`config.mk`:
```
export PLATFORM = sky130hd
export DESIGN_NAME = sha256_vector_sequencer
export DESIGN_NICKNAME = d
export VERILOG_FILES = /design/src/rtl/sha256_vector_sequencer.sv
export SDC_FILE = /design/constraint.sdc
export NUM_CORES = 2
export LEC_CHECK = 0
export ABC_CLOCK_PERIOD_IN_PS = 2700
export CORE_AREA = 2 2 721 723
export CTS_BUF_LIST = sky130_fd_sc_hd__clkbuf_8 sky130_fd_sc_hd__clkbuf_16
export DETAILED_ROUTE_END_ITERATION = 10
export DIE_AREA = 0 0 723 725
export GPL_TIMING_DRIVEN = 0
export PLACE_DENSITY_LB_ADDON = 0.25
export SLEW_MARGIN = 20
export SYNTH_ARGS = -nofsm -noshare
export SYNTH_HDL_FRONTEND = slang
export SYNTH_SLANG_ARGS = --single-unit
export TNS_END_PERCENT = 5
```
`constraint.sdc`:
```
create_clock -name clk -period 2.7 [get_ports clk]
set_input_delay 0.27 -clock clk [delete_from_list [all_inputs] [get_ports clk]]
set_output_delay 0.27 -clock clk [all_outputs]
set_load 0.05 [all_outputs]
```
`src/rtl/sha256_vector_sequencer.sv`:
```
// Self-test sequencer for one SHA-256 core: walks a vector ROM, chains digests
// across multi-block messages and tallies pass/fail/timeout results.
module sha256_vector_sequencer #(
  parameter int unsigned NUM_ENTRIES    = 4,
  parameter int unsigned ADDR_W         = 2,
  parameter int unsigned TIMEOUT_CYCLES = 200,
  parameter int unsigned CNT_W          = 8,
  parameter int unsigned CYC_W          = 16
) (
  input  logic              clk,
  input  logic              reset,
  input  logic              run,
  output logic [ADDR_W-1:0] rom_addr,
  input  logic [511:0]      rom_block,
  input  logic [255:0]      rom_expected,
  input  logic              rom_first,
  input  logic              rom_last,
  output logic              core_start,
  output logic [511:0]      core_block,
  output logic [255:0]      core_iv,
  input  logic [255:0]      core_result,
  input  logic              core_done,
  output logic              busy,
  output logic              finished,
  output logic              timed_out,
  output logic [CNT_W-1:0]  pass_count,
  output logic [CNT_W-1:0]  fail_count,
  output logic [CNT_W-1:0]  timeout_count,
  output logic [CYC_W-1:0]  last_cycles
);

  typedef enum logic [2:0] {
    S_IDLE, S_FETCH, S_LOAD, S_RUN, S_CHECK, S_GAP, S_DONE
  } state_t;

  localparam logic [255:0] H_INIT = {
    32'h6a09e667, 32'hbb67ae85, 32'h3c6ef372, 32'ha54ff53a,
    32'h510e527f, 32'h9b05688c, 32'h1f83d9ab, 32'h5be0cd19
  };
  localparam logic [ADDR_W-1:0] LAST_ADDR = ADDR_W'(NUM_ENTRIES - 1);
  localparam logic [CYC_W-1:0]  CYC_LIMIT = CYC_W'(TIMEOUT_CYCLES - 1);

  state_t             state_q, state_d;
  logic [ADDR_W-1:0]  rom_addr_q, rom_addr_d;
  logic [511:0]       core_block_q, core_block_d;
  logic [255:0]       core_iv_q, core_iv_d;
  logic [255:0]       chain_q, chain_d;
  logic [255:0]       result_q, result_d;
  logic [255:0]       expected_q, expected_d;
  logic               last_q, last_d;
  logic [CYC_W-1:0]   cyc_q, cyc_d;
  logic [CYC_W-1:0]   last_cycles_q, last_cycles_d;
  logic [CNT_W-1:0]   pass_q, pass_d;
  logic [CNT_W-1:0]   fail_q, fail_d;
  logic [CNT_W-1:0]   tmo_q, tmo_d;
  logic               timed_out_q, timed_out_d;

  function automatic logic [CNT_W-1:0] sat_inc(input logic [CNT_W-1:0] v);
    return (v == {CNT_W{1'b1}}) ? v : v + CNT_W'(1);
  endfunction

  always_comb begin
    state_d       = state_q;
    rom_addr_d    = rom_addr_q;
    core_block_d  = core_block_q;
    core_iv_d     = core_iv_q;
    chain_d       = chain_q;
    result_d      = result_q;
    expected_d    = expected_q;
    last_d        = last_q;
    cyc_d         = cyc_q;
    last_cycles_d = last_cycles_q;
    pass_d        = pass_q;
    fail_d        = fail_q;
    tmo_d         = tmo_q;
    timed_out_d   = timed_out_q;

    case (state_q)
      S_IDLE, S_DONE: begin
        if (run) begin
          rom_addr_d    = '0;
          pass_d        = '0;
          fail_d        = '0;
          tmo_d         = '0;
          last_cycles_d = '0;
          timed_out_d   = 1'b0;
          state_d       = S_FETCH;
        end
      end
      S_FETCH: state_d = S_LOAD;
      S_LOAD: begin
        core_block_d = rom_block;
        core_iv_d    = rom_first ? H_INIT : chain_q;
        expected_d   = rom_expected;
        last_d       = rom_last;
        cyc_d        = '0;
        state_d      = S_RUN;
      end
      S_RUN: begin
        // cyc_q counts completed not-done cycles, so the limit is hit on the
        // TIMEOUT_CYCLES-th cycle without done
        if (core_done) begin
          result_d      = core_result;
          last_cycles_d = cyc_q;
          state_d       = S_CHECK;
        end else if (cyc_q >= CYC_LIMIT) begin
          tmo_d       = sat_inc(tmo_q);
          fail_d      = sat_inc(fail_q);
          timed_out_d = 1'b1;
          state_d     = S_DONE;
        end else if (cyc_q != {CYC_W{1'b1}}) begin
          cyc_d = cyc_q + CYC_W'(1);
        end
      end
      S_CHECK: begin
        chain_d = result_q;
        if (last_q) begin
          if (result_q == expected_q) pass_d = sat_inc(pass_q);
          else                        fail_d = sat_inc(fail_q);
        end
        state_d = S_GAP;
      end
      S_GAP: begin
        if (rom_addr_q == LAST_ADDR) begin
          state_d = S_DONE;
        end else begin
          rom_addr_d = rom_addr_q + ADDR_W'(1);
          state_d    = S_FETCH;
        end
      end
      default: state_d = S_IDLE;
    endcase
  end

  always_ff @(posedge clk) begin
    if (reset) begin
      state_q       <= S_IDLE;
      rom_addr_q    <= '0;
      core_block_q  <= '0;
      core_iv_q     <= '0;
      chain_q       <= '0;
      result_q      <= '0;
      expected_q    <= '0;
      last_q        <= 1'b0;
      cyc_q         <= '0;
      last_cycles_q <= '0;
      pass_q        <= '0;
      fail_q        <= '0;
      tmo_q         <= '0;
      timed_out_q   <= 1'b0;
    end else begin
      state_q       <= state_d;
      rom_addr_q    <= rom_addr_d;
      core_block_q  <= core_block_d;
      core_iv_q     <= core_iv_d;
      chain_q       <= chain_d;
      result_q      <= result_d;
      expected_q    <= expected_d;
      last_q        <= last_d;
      cyc_q         <= cyc_d;
      last_cycles_q <= last_cycles_d;
      pass_q        <= pass_d;
      fail_q        <= fail_d;
      tmo_q         <= tmo_d;
      timed_out_q   <= timed_out_d;
    end
  end

  assign rom_addr      = rom_addr_q;
  assign core_start    = (state_q == S_RUN);
  assign core_block    = core_block_q;
  assign core_iv       = core_iv_q;
  assign busy          = (state_q != S_IDLE) && (state_q != S_DONE);
  assign finished      = (state_q == S_DONE);
  assign timed_out     = timed_out_q;
  assign pass_count    = pass_q;
  assign fail_count    = fail_q;
  assign timeout_count = tmo_q;
  assign last_cycles   = last_cycles_q;

endmodule

```
After elaboration in Yosys (flattened, before gate mapping)
Cells that the tools add are included.
Storage, ports and cells
  flip-flop bits (word level): 1599
  input bits: 1030
  output and inout port bits: 814
  word-level logic and storage cells: 99
Cells by class
  eq/ne operators: 26
  multiplexer cells: 35
  $add $sub $neg: 5
  reductions and logical operators: 18
  $lt $le $gt $ge: 1
Operators by type and width (number)
  == test 256 bit: 1
  two-way mux 256 bit: 1
  two-way mux 8 bit: 12
  two-way mux 16 bit: 5
  case mux 16 bit (2 select lines): 2
  case mux 8 bit (2 select lines): 2
  adder 8 x 1 -> 8 bit (second input constant): 3
  == test 8 bit (second input constant): 3
  case mux 8 bit (3 select lines): 1
  inequality test 2 bit (second input constant): 9
  case mux 3 bit (6 select lines): 1
  adder 16 x 1 -> 16 bit (second input constant): 1
  greater-or-equal comparator 16 x 8 -> 1 bit (second input constant): 1
  inequality test 16 bit (second input constant): 1
  two-way mux 3 bit: 4
  AND reduction 5 bit: 2
  == test 3 bit (second input constant): 3
  AND reduction 4 bit: 2
  nonzero test 2 bit: 4
  == test 3 x 2 -> 1 bit (second input constant): 2
  inequality test 2 x 1 -> 1 bit (second input constant): 3
  AND reduction 3 bit: 2
  AND reduction 6 bit: 1
  nonzero test 3 bit: 2
  other kinds (13): 17

Longest topological paths before layout
  word-level depth: 5
  gate-level depth with buffers: 10
  depth with buffers taken out: 9

Worst setup path before layout
OpenSTA, ideal clock, no wires.
  path type: reg-to-reg
  from: register fail_q[0] (netlist: fail_count[0])
  to: register fail_q[6] (netlist: fail_count[6])
  required time: 2567 ps
  stages on the path, launching flop included: 10
  data arrival time: 2215 ps
  buffers on the path: 1
  library setup time: 133 ps
  setup slack: 353 ps
  period minus slack after synthesis: 2347 ps
  path through: dfxtp_1 ha_1 and3_1 nand3_1 nor2_1 a311o_1 buf_2 nor3_1 a22oi_1 a31oi_1
Between the ends
  cells in the longest elaborated chain, start to end: 5
  elaborated cells between the ends (all ways): 8
  those cells by class: add/sub: 1; eq/ne: 1; mux: 6
Ends and longest elaborated chain
  start: declaration: line 54  | logic [CNT_W-1:0] fail_q, fail_d;
  start signal: assignment: line 163  | fail_q <= fail_d;
  adder 8 x 1 -> 8 bit / == test 8 bit (equally long branches): line 59  | return (v == {CNT_W{1'b1}}) ? v : v + CNT_W'(1);
  two-way mux 8 bit *: line 59
  two-way mux 8 bit, on equally long branches: line 118, 106
  two-way mux 8 bit, on equally long branches: line 117, 102
  case mux 8 bit (3 select lines) *: line 78  | case (state_q)
Every way passes the cells marked *; elsewhere a longest branch is shown, timed or not. The select of a mux whose other input is x is not followed.
A chain may end at the register's enable or synchronous reset.

Worst setup path in the final report
  from: register result_q[32]
  to: register pass_q[7] (netlist: pass_count[7])
Between the ends
  cells in the longest elaborated chain, start to end: 3
Ends and longest elaborated chain
  start: declaration: line 48  | logic [255:0] result_q, result_d;
  start signal: assignment: line 157  | result_q <= result_d;
  == test 256 bit: line 118  | if (result_q == expected_q) pass_d = sat_inc(pass_q);
  inequality test 2 bit (no source line)
  AND reduction 5 bit (no source line)
  end signal: assignment: line 162  | pass_q <= pass_d;
  end: declaration: line 53  | logic [CNT_W-1:0] pass_q, pass_d;
No other way between the ends.

==> impl_metrics.env <==
export IMPL_outcome="finished, violations left"
export IMPL_violations="setup timing"
export IMPL_cp_required_ns=3.51
export IMPL_final_seq_area_sq_mm=0.03216
export IMPL_hold_ws_ns=0.07644
export IMPL_final_area_sq_mm=0.1047
export IMPL_switchingPower_uw=20990
export IMPL_yosys_area_top_type="dfxtp_1"
export IMPL_crit_path_start_kind="register"
export IMPL_grt_pass1_vias=64001
export IMPL_die_area_sq_mm=0.5242
export IMPL_grt_start_max_net_pins=19
export IMPL_worstSetupEndpointType="register"
export IMPL_drt_initial_drc_count=4304
export IMPL_yosys_warnings=0
export IMPL_powerDensity_mw_per_mm2=632.7
export IMPL_cts_tree="built"
export IMPL_clk_insertion_delay_late_ns=0.93
export IMPL_sequentialPowerShare=0.380
export IMPL_maxCapViolations=0
export IMPL_finalSetupTns_ns=-2.259
export IMPL_place_hpwl_mm=458.3
export IMPL_clock_power_share=0.433
export IMPL_synth_avg_cell_area_sq_um=7.880
export IMPL_num_vias=65622
export IMPL_netlist_area_sq_mm=0.05849
export IMPL_synth_most_common_cell="nand2_1"
export IMPL_cp_max_fo=7
export IMPL_path_clk_slew_ns=0.06
export IMPL_leakage_uw=0.03628
export IMPL_final_setup_worst_slack_ns=-0.1896
export IMPL_globalplace_congestion=0.9304
export IMPL_drt_pre_antenna_iters=8
export IMPL_switching_share=0.3168
export IMPL_synthTopCellsByCount="nand2_1 (2734), dfxtp_1 (1599), a21oi_1 (1446), clkbuf_1 (540), nor3_1 (282)"
export IMPL_die_width_um=723
export IMPL_stdcell_count=17702
export IMPL_synthTopCellsByArea="dfxtp_1 (55%), nand2_1 (18%), a21oi_1 (12%)"
export IMPL_post_route_drc_count=0
export IMPL_slew_limit_headroom=0.2250
export IMPL_multi_input_area_sq_mm=0.02550
export IMPL_antenna_left=0
export IMPL_synth_edf_count=0
export IMPL_syn_num_nets=8457
export IMPL_ys_ff_latch=1599
export IMPL_start_util=0.1134
export IMPL_yosysSeqAreaShare=0.5473
export IMPL_async_flop_share=0
export IMPL_gr_total_overflow=0
export IMPL_areaGrowthSynthToFinish_pct=79.04
export IMPL_clockBufferDepth=4
export IMPL_antenna_found_initial=384
export IMPL_setup_viol=16
export IMPL_die_height_um=725
export IMPL_synthCells=7422
export IMPL_synth_cell_types=55
export IMPL_drive_gt1_frac=0.07193
export IMPL_timing_fmax_ghz=0.3461
export IMPL_grt_util_all_layers=0.1947
export IMPL_crit_type="register to register"
export IMPL_place_area_sq_mm=0.08640
export IMPL_drt_total_wl_mm=534.3
export IMPL_numCtsBuffers=208
export IMPL_combPwrFrac=0.187
export IMPL_p_int_uw=45260
export IMPL_rsz0062_at_grt="true"
export IMPL_hp_class="primary input to register"
export IMPL_post_route_min_period_ns=2.890
export IMPL_power_total_uw=66250
export IMPL_io_pins=1844
export IMPL_yosysTopAreaCellShare=0.5473
export IMPL_cts_sinks=1599
export IMPL_grt_pass1_wl_mm=668.8
export IMPL_vias_per_cell=3.707
export IMPL_tightest_slew_ns=1.159
export IMPL_r2r_slack_ns=-0.19
export IMPL_finalHoldViolCount=0
export IMPL_io_buffers=1840
export IMPL_crit_arrival_ns=3.70
export IMPL_final_fill_count=58077
export IMPL_wl_per_cell_um=30.18
export IMPL_synthFlopType="dfxtp_1"
export IMPL_coreArea_sq_mm=0.5160
export IMPL_final_nets=11482
export IMPL_clock_root_buffer="clkbuf_16"
export IMPL_fin_crit_sh=1.070
export IMPL_skew_ns=0.07557
export IMPL_rows=264
export IMPL_dp_cells=16208
export IMPL_ir_worst_vdd_mv=0.5755
export IMPL_htree_levels=4
export IMPL_drv_slew=0
sequential cells by signal (all words and copies together), names as in the netlist:
register       cells
core_block       512
chain_q          256
core_iv          256
expected_q       256
result_q         256
cyc_q             16
last_cycles       16
fail_count         8
pass_count         8
timeout_count      8
state_q            3
rom_addr           2
last_q             1
timed_out          1
final timing paths:
kind	startpoint	end	depth (start not counted)
max	result_q[32]	pass_count[7]	9
min reg2reg	chain_q[61]	core_iv[61]	2
max reg2reg	result_q[32]	pass_count[7]	9
min	core_result[53]	result_q[53]	3
power by group through the flow:
stage | registers [uW] | logic, uW | clock network, uW
6_report | 25200 | 12400 | 28700
5_1_grt | 25300 | 12900 | 30300
4_1_cts | 25200 | 12500 | 29500
3_5_place_dp | 25700 | 10700 | 0
3_3_place_gp | 25700 | 10600 | 0
2_1_floorplan | 27500 | 2590 | 0
cell families after synthesis:
logic type | synth area share
compound gates | 0.1296
xor+xnor | 0.04013
fa+ha+maj | 0.001070
buf+inv | 0.03679
flops | 0.5473
mux | 0.0003423
simple gates | 0.2447
metrics by stage:
stage | setup slack (ns) | utilization
5_1_grt | -0.2564 | 0.2025
4_1_cts | -0.2326 | 0.2009
3_3_place_gp | -4.740 | 0.1658
6_report | -0.1896 | 0.2030
2_1_floorplan | 0.3526 | -
3_5_place_dp | -1.961 | 0.1675
cell type report:
class,count,share of cell area
clock buffer,249,0.05520
sequential,1599,0.3071
tap,6916,0.08263
buffer,558,0.02429
inverter,10,0.0004062
timing repair buffer,2817,0.2719
antenna,179,0.004277
clock inverter,121,0.01075
multi-input combinational,5253,0.2435
placed cells by master, fill, tap and decap left out, types with 33 or more instances in the layout:
| master | instances |
|---|---|
| nor3_1 | 271 |
| a21oi_1 | 1442 |
| clkbuf_16 | 211 |
| xor2_1 | 218 |
| dlygate4sd3_1 | 929 |
| dfxtp_1 | 1514 |
| nand2_1 | 2732 |
| diode_2 | 179 |
| dlygate4sd2_1 | 44 |
| nand3b_1 | 123 |
| nor2_1 | 176 |
| nor4_1 | 33 |
| dfxtp_2 | 69 |
| clkbuf_8 | 47 |
| clkdlybuf4s50_1 | 1774 |
| clkbuf_1 | 383 |
| clkbuf_2 | 116 |
| inv_1 | 57 |
timing repair:
action,in CTS,in global routing
setup buffers,12,4
pin swaps,38,26
gates cloned,2,0
endpoints found under the hold margin,951,0
endpoints found under the setup margin,1589,580
hold buffers,929,0
gates resized for setup,324,233
per-layer routing:
layer / vias up / GRT usage / part of all wire
met4: 126 / 0.08233 / 0.051
met2: 2432 / 0.3537 / 0.50
met5: - / 0 / 0.0014
li1: 30607 / - / -
met3: 958 / 0.05052 / 0.069
met1: 31499 / 0.2122 / 0.37
critical path: stages, from the launching register on:
cell,delay (ns)
dfxtp_1,0.49
xor2_1,0.33
nor4_2,0.40
nand4_1,0.17
nor4_2,0.37
and4_4,0.44
buf_12,0.18
buf_8,0.13
nand4_1,0.08
a31oi_1,0.17
Note: power is estimated with default switching activity, not from simulation.
